--- config.mk ---
export PLATFORM = sky130hd
export DESIGN_NAME = bcd16_to_bin14_flat
export DESIGN_NICKNAME = d
export VERILOG_FILES = /design/src/rtl/bcd16_to_bin14_if.sv /design/src/rtl/bcd16_to_bin14.sv /design/src/flat_wrapper.sv
export SDC_FILE = /design/constraint.sdc
export NUM_CORES = 1
export LEC_CHECK = 0
export ABC_AREA = 1
export CORE_ASPECT_RATIO = 1.5
export CORE_MARGIN = 4
export CORE_UTILIZATION = 35
export DETAILED_ROUTE_END_ITERATION = 12
export SLEW_MARGIN = 20
export SYNTH_ARGS = -nofsm -noshare
export SYNTH_HDL_FRONTEND = slang
export SYNTH_SLANG_ARGS = --single-unit
--- constraint.sdc ---
create_clock -name clk -period 3 [get_ports clk]
set_clock_uncertainty 0.1 [all_clocks]
set_input_delay 0.6 -clock clk [delete_from_list [all_inputs] [get_ports clk]]
set_output_delay 0.6 -clock clk [all_outputs]
set_load 0.01 [all_outputs]
--- src/rtl/bcd16_to_bin14_if.sv ---
// Handshake/data bundle for the 4-digit BCD to 14-bit binary converter.
//   en        : start strobe (master -> slave)
//   bcd_d_in  : packed BCD operand, [15:12] thousands .. [3:0] ones (master -> slave)
//   bin_d_out : registered binary result, held between conversions (slave -> master)
//   rdy       : one-cycle completion pulse (slave -> master)
//   busy      : conversion in progress, DONE included (slave -> master)
//   err       : invalid-digit flag, valid with rdy (slave -> master)
interface bcd16_to_bin14_if;
  logic        en;
  logic [15:0] bcd_d_in;
  logic [13:0] bin_d_out;
  logic        rdy;
  logic        busy;
  logic        err;

  modport master (
    output en, bcd_d_in,
    input  bin_d_out, rdy, busy, err
  );

  modport slave (
    input  en, bcd_d_in,
    output bin_d_out, rdy, busy, err
  );
endinterface

--- src/rtl/bcd16_to_bin14.sv ---
// Sequential 4-digit packed BCD to 14-bit binary converter (reverse double-dabble).
// Each of 14 SHIFT steps moves the working register right by one; between shifts a
// SUB step takes 3 from every BCD nibble that is 8 or more. Valid input: 29 clocks
// from en to rdy, one conversion per 30 clocks with en held high.
// Ports:
//   clk   : system clock, rising edge
//   rst_n : asynchronous active-low reset
//   bus   : bcd16_to_bin14_if.slave (en, bcd_d_in, bin_d_out, rdy, busy, err)
// Optional feature: define BCD16_TO_BIN14_DIGIT_CHECK_EN to reject inputs holding a
// nibble above 9 (rdy after 2 clocks with err=1, bin_d_out=0). Without it err is 0.
module bcd16_to_bin14 (
  input logic              clk,
  input logic              rst_n,
  bcd16_to_bin14_if.slave  bus
);

  typedef enum logic [2:0] {
    StIdle  = 3'd0,
    StSetup = 3'd1,
    StShift = 3'd2,
    StSub   = 3'd3,
    StDone  = 3'd4
  } state_t;

  state_t      state_q, state_d;
  logic [29:0] sr_q, sr_d;        // {bcd part [29:14], binary part [13:0]}
  logic [3:0]  sh_cnt_q, sh_cnt_d;
  logic [13:0] bin_q, bin_d;
  logic        rdy_q, rdy_d;
  logic        busy_q, busy_d;
`ifdef BCD16_TO_BIN14_DIGIT_CHECK_EN
  logic        err_q, err_d;
  logic        bad_q, bad_d;      // remembers a failed digit check until DONE
`endif

  // Nibble correction: a digit that became >= 8 after a right shift held a
  // borrowed 10 that must read as 5, hence the -3 (no borrow across nibbles).
  function automatic logic [3:0] sub3(input logic [3:0] n);
    return (n >= 4'd8) ? (n - 4'd3) : n;
  endfunction

`ifdef BCD16_TO_BIN14_DIGIT_CHECK_EN
  function automatic logic has_bad_digit(input logic [15:0] b);
    return (b[15:12] > 4'd9) || (b[11:8] > 4'd9) || (b[7:4] > 4'd9) || (b[3:0] > 4'd9);
  endfunction
`endif

  always_comb begin
    state_d  = state_q;
    sr_d     = sr_q;
    sh_cnt_d = sh_cnt_q;
    bin_d    = bin_q;
    rdy_d    = 1'b0;
    busy_d   = busy_q;
`ifdef BCD16_TO_BIN14_DIGIT_CHECK_EN
    err_d    = err_q;
    bad_d    = bad_q;
`endif

    case (state_q)
      StIdle: begin
        busy_d = bus.en;
`ifdef BCD16_TO_BIN14_DIGIT_CHECK_EN
        err_d  = 1'b0;
`endif
        if (bus.en) begin
          sr_d     = {bus.bcd_d_in, 14'b0};
          sh_cnt_d = 4'd0;
          state_d  = StSetup;
        end
      end
      StSetup: begin
`ifdef BCD16_TO_BIN14_DIGIT_CHECK_EN
        bad_d   = has_bad_digit(sr_q[29:14]);
        state_d = has_bad_digit(sr_q[29:14]) ? StDone : StShift;
`else
        state_d = StShift;
`endif
      end
      StShift: begin
        sr_d     = sr_q >> 1;
        sh_cnt_d = sh_cnt_q + 4'd1;
        state_d  = (sh_cnt_q == 4'd13) ? StDone : StSub;
      end
      StSub: begin
        sr_d    = {sub3(sr_q[29:26]), sub3(sr_q[25:22]), sub3(sr_q[21:18]),
                   sub3(sr_q[17:14]), sr_q[13:0]};
        state_d = StShift;
      end
      StDone: begin
        rdy_d   = 1'b1;
`ifdef BCD16_TO_BIN14_DIGIT_CHECK_EN
        bin_d   = bad_q ? 14'd0 : sr_q[13:0];
        err_d   = bad_q;
`else
        bin_d   = sr_q[13:0];
`endif
        state_d = StIdle;
      end
      default: begin
        state_d = StIdle;
      end
    endcase
  end

  always_ff @(posedge clk or negedge rst_n) begin
    if (!rst_n) begin
      state_q  <= StIdle;
      sr_q     <= 30'd0;
      sh_cnt_q <= 4'd0;
      bin_q    <= 14'd0;
      rdy_q    <= 1'b0;
      busy_q   <= 1'b0;
`ifdef BCD16_TO_BIN14_DIGIT_CHECK_EN
      err_q    <= 1'b0;
      bad_q    <= 1'b0;
`endif
    end else begin
      state_q  <= state_d;
      sr_q     <= sr_d;
      sh_cnt_q <= sh_cnt_d;
      bin_q    <= bin_d;
      rdy_q    <= rdy_d;
      busy_q   <= busy_d;
`ifdef BCD16_TO_BIN14_DIGIT_CHECK_EN
      err_q    <= err_d;
      bad_q    <= bad_d;
`endif
    end
  end

  assign bus.bin_d_out = bin_q;
  assign bus.rdy       = rdy_q;
  assign bus.busy      = busy_q;
`ifdef BCD16_TO_BIN14_DIGIT_CHECK_EN
  assign bus.err       = err_q;
`else
  assign bus.err       = 1'b0;
`endif

endmodule
--- src/flat_wrapper.sv ---
// flat-port wrapper written by rule: the top's interface ports become plain ports
module bcd16_to_bin14_flat 
  (clk, rst_n, bus_en, bus_bcd_d_in, bus_bin_d_out, bus_rdy, bus_busy, bus_err);
  bcd16_to_bin14_if bus_i ();
  input logic clk;
  input logic rst_n;
  input wire logic [$bits(bus_i.en)-1:0] bus_en;
  input wire logic [$bits(bus_i.bcd_d_in)-1:0] bus_bcd_d_in;
  output wire logic [$bits(bus_i.bin_d_out)-1:0] bus_bin_d_out;
  output wire logic [$bits(bus_i.rdy)-1:0] bus_rdy;
  output wire logic [$bits(bus_i.busy)-1:0] bus_busy;
  output wire logic [$bits(bus_i.err)-1:0] bus_err;
  assign bus_i.en = bus_en;
  assign bus_i.bcd_d_in = bus_bcd_d_in;
  assign bus_bin_d_out = bus_i.bin_d_out;
  assign bus_rdy = bus_i.rdy;
  assign bus_busy = bus_i.busy;
  assign bus_err = bus_i.err;
  bcd16_to_bin14 u_core (.clk(clk), .rst_n(rst_n), .bus(bus_i));
endmodule
### Yosys cells after proc, flatten, opt, wreduce, memory -nomap -nowiden

Cells that the tools add are included.
W data, S select, Z words.

* $add $sub $neg: 5
* $lt $le $gt $ge: 4
* eq/ne operators: 10
* multiplexer cells: 12
* bitwise operators: 1
* reductions and logical operators: 10

Operators with widths (count)
* $pmux W30 S3: 1
* $mux W30: 1
* $mux W4: 5
* $ge A4 B4 Y1 const B: 4
* $sub A4 B2 Y4 const B: 4
* $reduce_and A3 Y1: 5
* $pmux W3 S3: 1
* $ne A2 B1 Y1 const B: 4
* $pmux W4 S2: 1
* $eq A3 B2 Y1 const B: 2
* $mux W3: 2
* $add A4 B1 Y4 const B: 1
* $eq A4 B4 Y1 const B: 1
* $eq A3 B1 Y1 const B: 1
* $eq A3 B3 Y1 const B: 1
* $logic_not A3 Y1: 1
* $reduce_bool A3 Y1: 1
* $ne A2 B2 Y1 const B: 1
* $reduce_and A2 Y1: 1
* $reduce_bool A2 Y1: 1
* $reduce_or A2 Y1: 1
* $mux W1: 1
* $not A1 Y1: 1

* register bits after elaboration: 53
* bits of input ports: 19
* output and inout port bits: 17

### Longest topological paths before layout

Gate-level depths: netlist of the first run.

* word-level depth: 3
* mapped depth: 9
* depth with buffers taken out: 8

### Worst setup path after synthesis of the first run

No wires, ideal clock.

* path type: input-to-reg
* start point: input bus_en
* end point: register u_core.sr_q[16]
* data arrival time: 1.179 ns
* data required time: 2.784 ns
* setup slack: 1.605 ns
* stages: 6
* cells stage by stage: o21ai_4 > nand2_4 > nand2_4 > inv_2 > nand2_1 > nand2_1

* word-level cells in the longest chain between the ends: 2

Ends and longest elaborated chain
* start, declared: line flat_wrapper.sv:7 `input wire logic [$bits(bus_i.en)-1:0] bus_en;`
* $ne A2 B2 Y1 (no line)
* $reduce_and A3 Y1 (no line)
* end signal, assigned: line bcd16_to_bin14.sv:120 `sr_q <= sr_d;`
* end, declared: line bcd16_to_bin14.sv:26 `logic [29:0] sr_q, sr_d;`

Every way passes these cells.
A chain may end at the register's enable or synchronous reset.

### Final worst setup path of the first run

* start point: register u_core.bin_q[12], in the netlist u_core.bus.bin_d_out[12]
* end point: output bus_bin_d_out[12]

RTL lines
* start, declared: line bcd16_to_bin14.sv:28 `logic [13:0] bin_q, bin_d;`
* start signal, assigned: line bcd16_to_bin14.sv:122 `bin_q <= bin_d;`
* end, declared: line flat_wrapper.sv:9 `output wire logic [$bits(bus_i.bin_d_out)-1:0] bus_bin_d_out;`

No word-level cell between the ends.

==> results of run 1 <==
## routing by layer
layer / share of wire, % / vias up / wire length (um) / track usage [%]
li1: - / 1143 / - / -
met1: 46 / 984 / 2700 / 17.6
met2: 48 / 48 / 2790 / 22.1
met3: 4.3 / 8 / 249 / 2.16
met4: 1.6 / 0 / 91 / 3.61
met5: 0 / - / 0 / 0
## flip-flops by register name, indices dropped and copies added (netlist names)
name and flops:
u_core.bus.busy 1, u_core.sr_q 30, u_core.bus.rdy 1, u_core.state_q 3, u_core.sh_cnt_q 4, u_core.bus.bin_d_out 14
## stage by stage
step           worst slack, ns  instance area [um^2]  cells  hold slack [ns]
2_1_floorplan             1.60                  2750    351            0.204
3_3_place_gp              1.08                  3170    481            0.374
3_5_place_dp              1.08                  3170    481            0.380
4_1_cts                   1.10                  3340    488            0.163
5_1_grt                  0.965                  3340    488            0.193
6_report                  1.10                  3340    488            0.147
## layout make-up
type / count / area (um^2) / share of cell area [%]
clock buffer: 5 / 125 / 3.75
clock inverter: 2 / 38.8 / 1.16
inverter: 47 / 176 / 5.29
multi-input combinational: 242 / 1180 / 35.5
sequential: 53 / 1330 / 39.8
tap: 102 / 128 / 3.83
timing repair buffer: 37 / 358 / 10.7
## Yosys cell counts
cell type and instances:
a21oi_1 2, nand2_1 143, ha_1 10, conb_1 1, xnor2_1 1, nand2_4 5, buf_6 2, inv_2 9
nand3_1 33, nand3_2 1, buf_2 5, dfrtp_1 53, nand2_2 6, o21ai_0 1, nor2_1 3, nor2_4 3
inv_1 38, o21ai_1 31, xor2_1 1, buf_4 2, o21ai_4 1
## logic make-up after synthesis
logic type / count (synthesis) / synth area share, %
compound gates: 35 / 6.78
xor+xnor: 2 / 0.637
fa+ha+maj: 10 / 4.55
buf+inv: 56 / 8.69
flops: 53 / 48.2
other cells: 1 / 0.136
simple gates: 194 / 31.0
## worst paths after layout
| check | depth (start not counted) | end | slack (ns) | startpoint |
|---|---|---|---|---|
| worst max-delay path | 1 | bus_bin_d_out[12] | 1.10 | u_core.bus.bin_d_out[12] |
| worst min-delay path | 1 | u_core.sh_cnt_q[0] | 0.15 | rst_n |
| worst max register to register | 8 | u_core.sr_q[25] | 1.13 | u_core.state_q[1] |
| worst min register to register | 2 | u_core.bus.bin_d_out[0] | 0.39 | u_core.sr_q[0] |
| max in group asynchronous | 2 | u_core.sr_q[15] | 2.05 | rst_n |
| min in group clk | 2 | u_core.bus.bin_d_out[0] | 0.39 | u_core.sr_q[0] |
## report_power, final
part	internal [uW]	switching (uW)
registers	935	230
clock network	392	251
logic	484	890
==> impl_metrics.csv, run 1 <==
group,metric,value,unit
finish,final_common_cell,"nand2_1",
clocking,postCtsHoldBufs,0,
sta,finalSetupViolCount,0,
synth,ys.warnings.count,0,
floorplan,rows,39,
sta,max_freq,527,MHz
setup_path,cp.required,2.30,ns
synth,avgSynthCellArea,7.83,um^2
finish,syn2layout_area_growth,21.3,%
power,power,3180,uW
setup_path,worst-path-buf-inv,1,
routing,viasPerCell,4.47,
global_routing,grt_max_degree,29,
finish,fin_util,43.5,%
finish,drive_above_1_share,9.33,%
clocking,numCtsBuffers,5,
floorplan,die-width,80.4,um
synth,syn_area,0.00275,mm^2
place,gp_congestion,0.811,
status,outcome,"complete, no violations",
clocking,cts_tree,"yes",
finish,mostFrequentLayoutCells,"143 x nand2_1, 53 x dfrtp_1, 38 x inv_1, 33 x nand3_1, 33 x clkdlybuf4s50_1",
finish,fill_cells,779,
clocking,clkSlewWorstSetupHoldPaths,0.07,ns
clocking,clk_latency,0.29,ns
floorplan,start_util,35.9,%
sta,fin_setup_tns,0,ns
place,dp_hpwl,4310,um
synth,synth_area_leader_cell,"dfrtp_1",
sta,rsz0062_at_grt,"no",
routing,vias,2183,
routing,drt_iter0_markers,121,
routing,wirelength,5830,um
power,ir_worst_vdd,0.460,mV
sta,hold_viol,0,
setup_path,crit_chain,"clkdlybuf4s50_1",
sta,drv_slew,0,
finish,n_antenna_cell,0,
setup_path,crit_slowest_cell,"clkdlybuf4s50_1",
setup_path,critPathMaxStageDelay,0.55,ns
setup_path,start_kind,"flop",
power,leakage,0.00162,uW
routing,wire_per_inst,11.9,um
floorplan,io_pins,36,
clocking,cts.sinks,53,
setup_path,arrival,1.20,ns
finish,fin_nets,415,
global_routing,antenna_found_initial,0,
synth,synth_top_area_share,48.2,%
synth,syn_nets,380,
clocking,cts.repair.resized,0,
setup_path,cp_top_family,"buffers and inverters",
clocking,cts_buffer_depth,2,
floorplan,coreArea,0.00766,mm^2
worst_hold_path,min_path_type,"in2async",
setup_path,end_kind,"primary output",
sta,tightestPinTransition,0.554,ns
global_routing,grt.total_usage,13.2,%
synth,synthCells,351,
flow_run,drv_cap,0,
power,power_density,954,mW/mm^2
synth,synth-seq-cells,53,
setup_path,cp_max_fo,2,
clocking,postCtsSetupBuffers,0,
sta,relSlewSlack,63.0,%
sta,period_minus_slack,1.90,ns
global_routing,overflow,0,
sta,min_period_over_period,63.2,%
routing,drc,0,
floorplan,die_area,0.00937,mm^2
place,port_buffers,34,
setup_path,critical_path_class,"reg2out",
global_routing,grt_pass1_vias,2121,
synth,synthTopCellsByArea,"dfrtp_1 48%, nand2_1 20%, nand3_1 6.0%, o21ai_1 5.6%, inv_1 5.2%",
clocking,cts_root_buf,"clkbuf_16",
clocking,htreeDepth,2,
global_routing,grt_pass1_wl,9900,um
synth,ys_types,21,
routing,firstDrtPassIters,4,
routing,ant_nets,0,
synth,ys_seq_area_share,48.2,%
floorplan,die_h,117,um
No activity file was read; power rests on OpenSTA's default activity.
==> run 2: changes to the inputs <==
==> constraint.sdc (replaced) <==
create_clock -name clk -period 1.6 [get_ports clk]
set_clock_uncertainty 0.1 [all_clocks]
set_input_delay 0.32 -clock clk [delete_from_list [all_inputs] [get_ports clk]]
set_output_delay 0.32 -clock clk [all_outputs]
set_load 0.01 [all_outputs]
==> run 2 against run 1 <==
Compared with the run above: combinational power increased by 110%; design area rose by 3.0%; non-clock buffer count is 12 higher.
==> impl_metrics.csv, run 2 (synthesis results as in run 1) <==
group,metric,value,unit
setup_path,cp_max_fo,9,
power,ir_worst_vdd,0.855,mV
setup_path,arrival,1.56,ns
setup_path,worst-path-buf-inv,3,
sta,finalSetupViolCount,0,
routing,drc,0,
floorplan,rows,39,
sta,rsz0062_at_grt,"no",
global_routing,grt.total_usage,13.9,%
floorplan,start_util,35.9,%
finish,n_antenna_cell,0,
place,gp_congestion,0.856,
finish,syn2layout_area_growth,25.0,%
finish,fin_util,44.8,%
floorplan,io_pins,36,
clocking,clk_latency,0.29,ns
finish,top_register,"u_core.sr_q",
finish,regArea,0.00133,mm^2
routing,vias,2266,
global_routing,antenna_found_initial,0,
setup_path,critical_path_class,"reg2reg",
power,power_density,1780,mW/mm^2
sta,hold_viol,0,
clocking,postCtsSetupBuffers,0,
routing,wire_per_inst,11.9,um
setup_path,crit_slowest_cell,"dfrtp_1",
place,port_buffers,34,
setup_path,rrSetupSlack,0.17,ns
routing,ant_nets,0,
floorplan,coreArea,0.00766,mm^2
power,leakage,0.00177,uW
setup_path,end_kind,"flop",
place,pre_cts_ws,0.0154,ns
sta,timing.final.ws_setup,0.167,ns
clocking,htreeDepth,2,
setup_path,cp_common_cell,"nand2_1",
setup_path,start_kind,"flop",
floorplan,die_area,0.00937,mm^2
routing,wirelength,5970,um
floorplan,die-width,80.4,um
floorplan,die_h,117,um
sta,period_minus_slack,1.43,ns
sta,min_period_over_period,89.6,%
finish,largest_reg_flops,30,
sta,fin_setup_tns,0,ns
setup_path,crit_chain,"buf_4 -> nor2_4 -> buf_4 -> nand3_1 -> nand2_1 -> inv_1 -> nand2_1 -> nand2_1 -> nand2_1",
global_routing,grt_max_degree,33,
worst_hold_path,min_path_type,"in2async",
clocking,cts.sinks,53,
power,power,6100,uW
finish,fill_cells,788,
finish,multi_input_area,0.00118,mm^2
finish,final_common_cell,"nand2_1",
setup_path,critPathMaxStageDelay,0.44,ns
setup_path,cp.required,1.73,ns
status,outcome,"complete, no violations",
routing,viasPerCell,4.52,
global_routing,grt_pass1_wl,10500,um
sta,drv_slew,0,
finish,mostFrequentLayoutCells,"143 x nand2_1, 53 x dfrtp_1, 38 x inv_1, 33 x nand3_1, 31 x o21ai_1",
sta,hold_slack,0.361,ns
finish,drive_above_1_share,12.0,%
global_routing,grt_pass1_vias,2406,
clocking,numCtsBuffers,5,
flow_run,drv_cap,0,
finish,fin_nets,427,
setup_path,cp_top_family,"flip-flops",
clocking,clkSlewWorstSetupHoldPaths,0.07,ns
clocking,cts_tree,"yes",
routing,drt_iter0_markers,71,
clocking,cts_root_buf,"clkbuf_16",
clocking,cts_buffer_depth,2,
global_routing,overflow,0,
sta,max_freq,698,MHz
routing,firstDrtPassIters,4,
place,dp_hpwl,4330,um
run 2: cell types whose count changed in the layout (fill, tap and decap cells not counted), sizes merged:
cell,previous run,this run
clkdlybuf4s50,33,17
inv,48,49
dlygate4sd3,0,1
buf,4,15
clkinvlp,0,1
dlymetal6s2s,0,1
bufinv,1,0
dlygate4sd2,0,15
run 2: area by class of cell:
class                      count  share of cell area (%)
inverter                      47                    5.13
clock buffer                   5                    3.64
tap                          102                    3.71
multi-input combinational    242                    34.5
clock inverter                 3                   0.728
sequential                    53                    38.6
timing repair buffer          49                    13.7
run 2: path summary, 6_finish.rpt:
check	startpoint	to	depth (start not counted)
min in group clk	u_core.bus.bin_d_out[0]	u_core.bus.bin_d_out[0]	2
hold / removal	rst_n	u_core.sr_q[29]	2
setup reg to reg	u_core.state_q[0]	u_core.sr_q[17]	9
max in group asynchronous	rst_n	u_core.sr_q[7]	3
setup / recovery	u_core.state_q[0]	u_core.sr_q[17]	9
hold reg to reg	u_core.bus.bin_d_out[0]	u_core.bus.bin_d_out[0]	2
run 2: through the flow:
step,cell area (um^2),instances
after floorplan,2750,351
after global placement,3290,492
after detailed placement,3290,492
after CTS,3430,501
after global routing,3440,501
final,3440,501
run 2: metal layers:
layer / GRT usage [%] / share of wire [%] / vias up
li1: - / - / 1168
met1: 17.1 / 45 / 1052
met4: 3.72 / 1.2 / 0
met2: 25.2 / 50 / 40
met3: 2.24 / 3.0 / 6
met5: 0 / 0 / -
run 2: where the power goes:
part / total [uW] / internal [uW] / switching, uW / leakage [uW]
logic: 2860 / 1080 / 1790 / 0.000998
clock network: 1100 / 592 / 509 / 0.0000708
registers: 2130 / 1750 / 382 / 0.000702
total: 6100 / 3420 / 2680 / 0.00177
run 2: repair_timing:
action | in CTS | in global routing
gates resized for setup | 15 | 1
setup endpoints to repair | 15 | 1
hold buffers | 1 | 0
hold endpoints to repair | 11 | 0
==> run 3: changes to the inputs <==
--- a/config.mk
+++ b/config.mk
@@ -10,6 +10,7 @@
 export CORE_MARGIN = 4
 export CORE_UTILIZATION = 35
 export DETAILED_ROUTE_END_ITERATION = 12
+export SETUP_SLACK_MARGIN = 0.5
 export SLEW_MARGIN = 20
 export SYNTH_ARGS = -nofsm -noshare
 export SYNTH_HDL_FRONTEND = slang
==> run 3 against run 2 <==
Compared with the run above: the run now ends with negative hold slack left; critical endpoint is now u_core.state_q[0]; hold slack got worse by 0.53 ns; wire length rose by 8.7%; die area did not move; worst setup slack improved by 0.044 ns; design area rose by 6.4%; cell count rose by 1.0%; non-clock buffer count rose by 5; highest routed layer unchanged.
==> impl_metrics.csv, run 3 (synthesis results as in run 1) <==
group,metric,value,unit
finish,final_common_cell,"nand2_1",
floorplan,die-width,80.4,um
sta,period_minus_slack,1.39,ns
floorplan,coreArea,0.00766,mm^2
sta,finalSetupViolCount,0,
finish,stdcell_area,0.00366,mm^2
routing,ant_nets,0,
floorplan,die_area,0.00937,mm^2
power,power_density,1910,mW/mm^2
setup_path,start_kind,"flop",
sta,drv_slew,0,
power,ir_worst_vdd,0.799,mV
finish,regArea,0.00133,mm^2
global_routing,antenna_found_initial,0,
sta,hold_viol,11,
finish,largest_reg_flops,30,
routing,viasPerCell,4.64,
place,port_buffers,34,
finish,drive_above_1_share,29.2,%
routing,drt_iter0_markers,79,
floorplan,io_pins,36,
setup_path,critical_path_class,"reg2reg",
global_routing,grt.total_usage,14.4,%
global_routing,grt_pass1_wl,10800,um
clocking,clk_latency,0.29,ns
floorplan,rows,39,
power,power,6970,uW
setup_path,cp.required,1.72,ns
place,gp_congestion,0.852,
worst_hold_path,min_path_type,"in2async",
routing,wire_per_inst,12.8,um
clocking,cts.sinks,53,
setup_path,end_kind,"flop",
clocking,htreeDepth,2,
finish,top_register,"u_core.sr_q",
sta,max_freq,720,MHz
setup_path,arrival,1.51,ns
global_routing,grt_pass1_vias,2397,
clocking,numCtsBuffers,5,
status,outcome,"finished, violations left",
finish,mostFrequentLayoutCells,"122 x nand2_1, 50 x dfrtp_1, 37 x inv_1, 29 x nand3_1, 24 x nand2_2",
finish,n_antenna_cell,0,
routing,drc,0,
place,dp_hpwl,4330,um
finish,syn2layout_area_growth,33.0,%
sta,min_period_over_period,86.8,%
global_routing,grt_max_degree,35,
finish,fin_util,47.7,%
routing,vias,2350,
finish,fin_nets,432,
clocking,clkSlewWorstSetupHoldPaths,0.07,ns
floorplan,die_h,117,um
routing,firstDrtPassIters,4,
global_routing,overflow,0,
routing,wirelength,6490,um
sta,rsz0062_at_grt,"yes",
power,leakage,0.00183,uW
sta,hold_slack,-0.165,ns
status,violations,"negative hold slack",
finish,fill_cells,751,
clocking,cts_buffer_depth,2,
finish,multi_input_area,0.00134,mm^2
clocking,cts_root_buf,"clkbuf_16",
setup_path,cp_max_fo,4,
clocking,cts_tree,"yes",
floorplan,start_util,35.9,%
sta,fin_setup_tns,0,ns
place,postPlaceCellArea,0.00327,mm^2
flow_run,drv_cap,0,
run 3: path summary, 6_finish.rpt:
kind	slack, ns	start	cells past startpoint	to
setup / recovery	0.21	u_core.state_q[2]	7	u_core.state_q[0]
hold / removal	-0.17	rst_n	1	u_core.sr_q[26]
setup reg to reg	0.21	u_core.state_q[2]	7	u_core.state_q[0]
hold reg to reg	0.38	u_core.sr_q[9]	2	u_core.sr_q[9]
max in group asynchronous	1.06	rst_n	2	u_core.state_q[2]
min in group clk	0.38	u_core.sr_q[9]	2	u_core.sr_q[9]
run 3: worst max-delay path, cell delays in order, from the launching register on:
cell and delay [ns]:
dfrtp_2 0.46, inv_2 0.08, nand2_4 0.09, nor2_4 0.18
buf_12 0.14, buf_6 0.09, nand2_4 0.04, a21oi_2 0.12
run 3: layout make-up:
type                    instances  share of cell area [%]
clock buffers                   5                    3.42
inverters                      47                    5.30
repair buffers                 54                    14.1
multi-input cells             242                    36.7
well taps                     102                    3.49
clock inverters                 3                   0.582
flip-flops and latches         53                    36.4
run 3: through the flow:
stage,std cells,setup WS (ns)
floorplan,351,0.277
CTS,502,0.239
finish,506,0.211
detailed placement,488,-0.0154
global route,506,0.148
global placement,488,-0.00443
run 3: timing repair:
item / 4_1_cts / 5_1_grt
setup endpoints to repair: 69 / 69
gates cloned: 1 / 1
pin swaps: 9 / 13
hold endpoints to repair: 11 / 11
setup buffers: 5 / 3
gates resized for setup: 77 / 50
run 3: power by group:
| group | switching (uW) | internal (uW) |
|---|---|---|
| clock network | 496 | 583 |
| registers | 404 | 1760 |
| logic | 2220 | 1510 |
run 3: routing by layer:
layer | up-vias | wire [um] | track usage [%]
met5 | - | 0 | 0
met4 | 0 | 97 | 4.28
met2 | 38 | 3370 | 26.5
li1 | 1182 | - | -
met1 | 1121 | 2760 | 17.0
met3 | 9 | 262 | 2.47
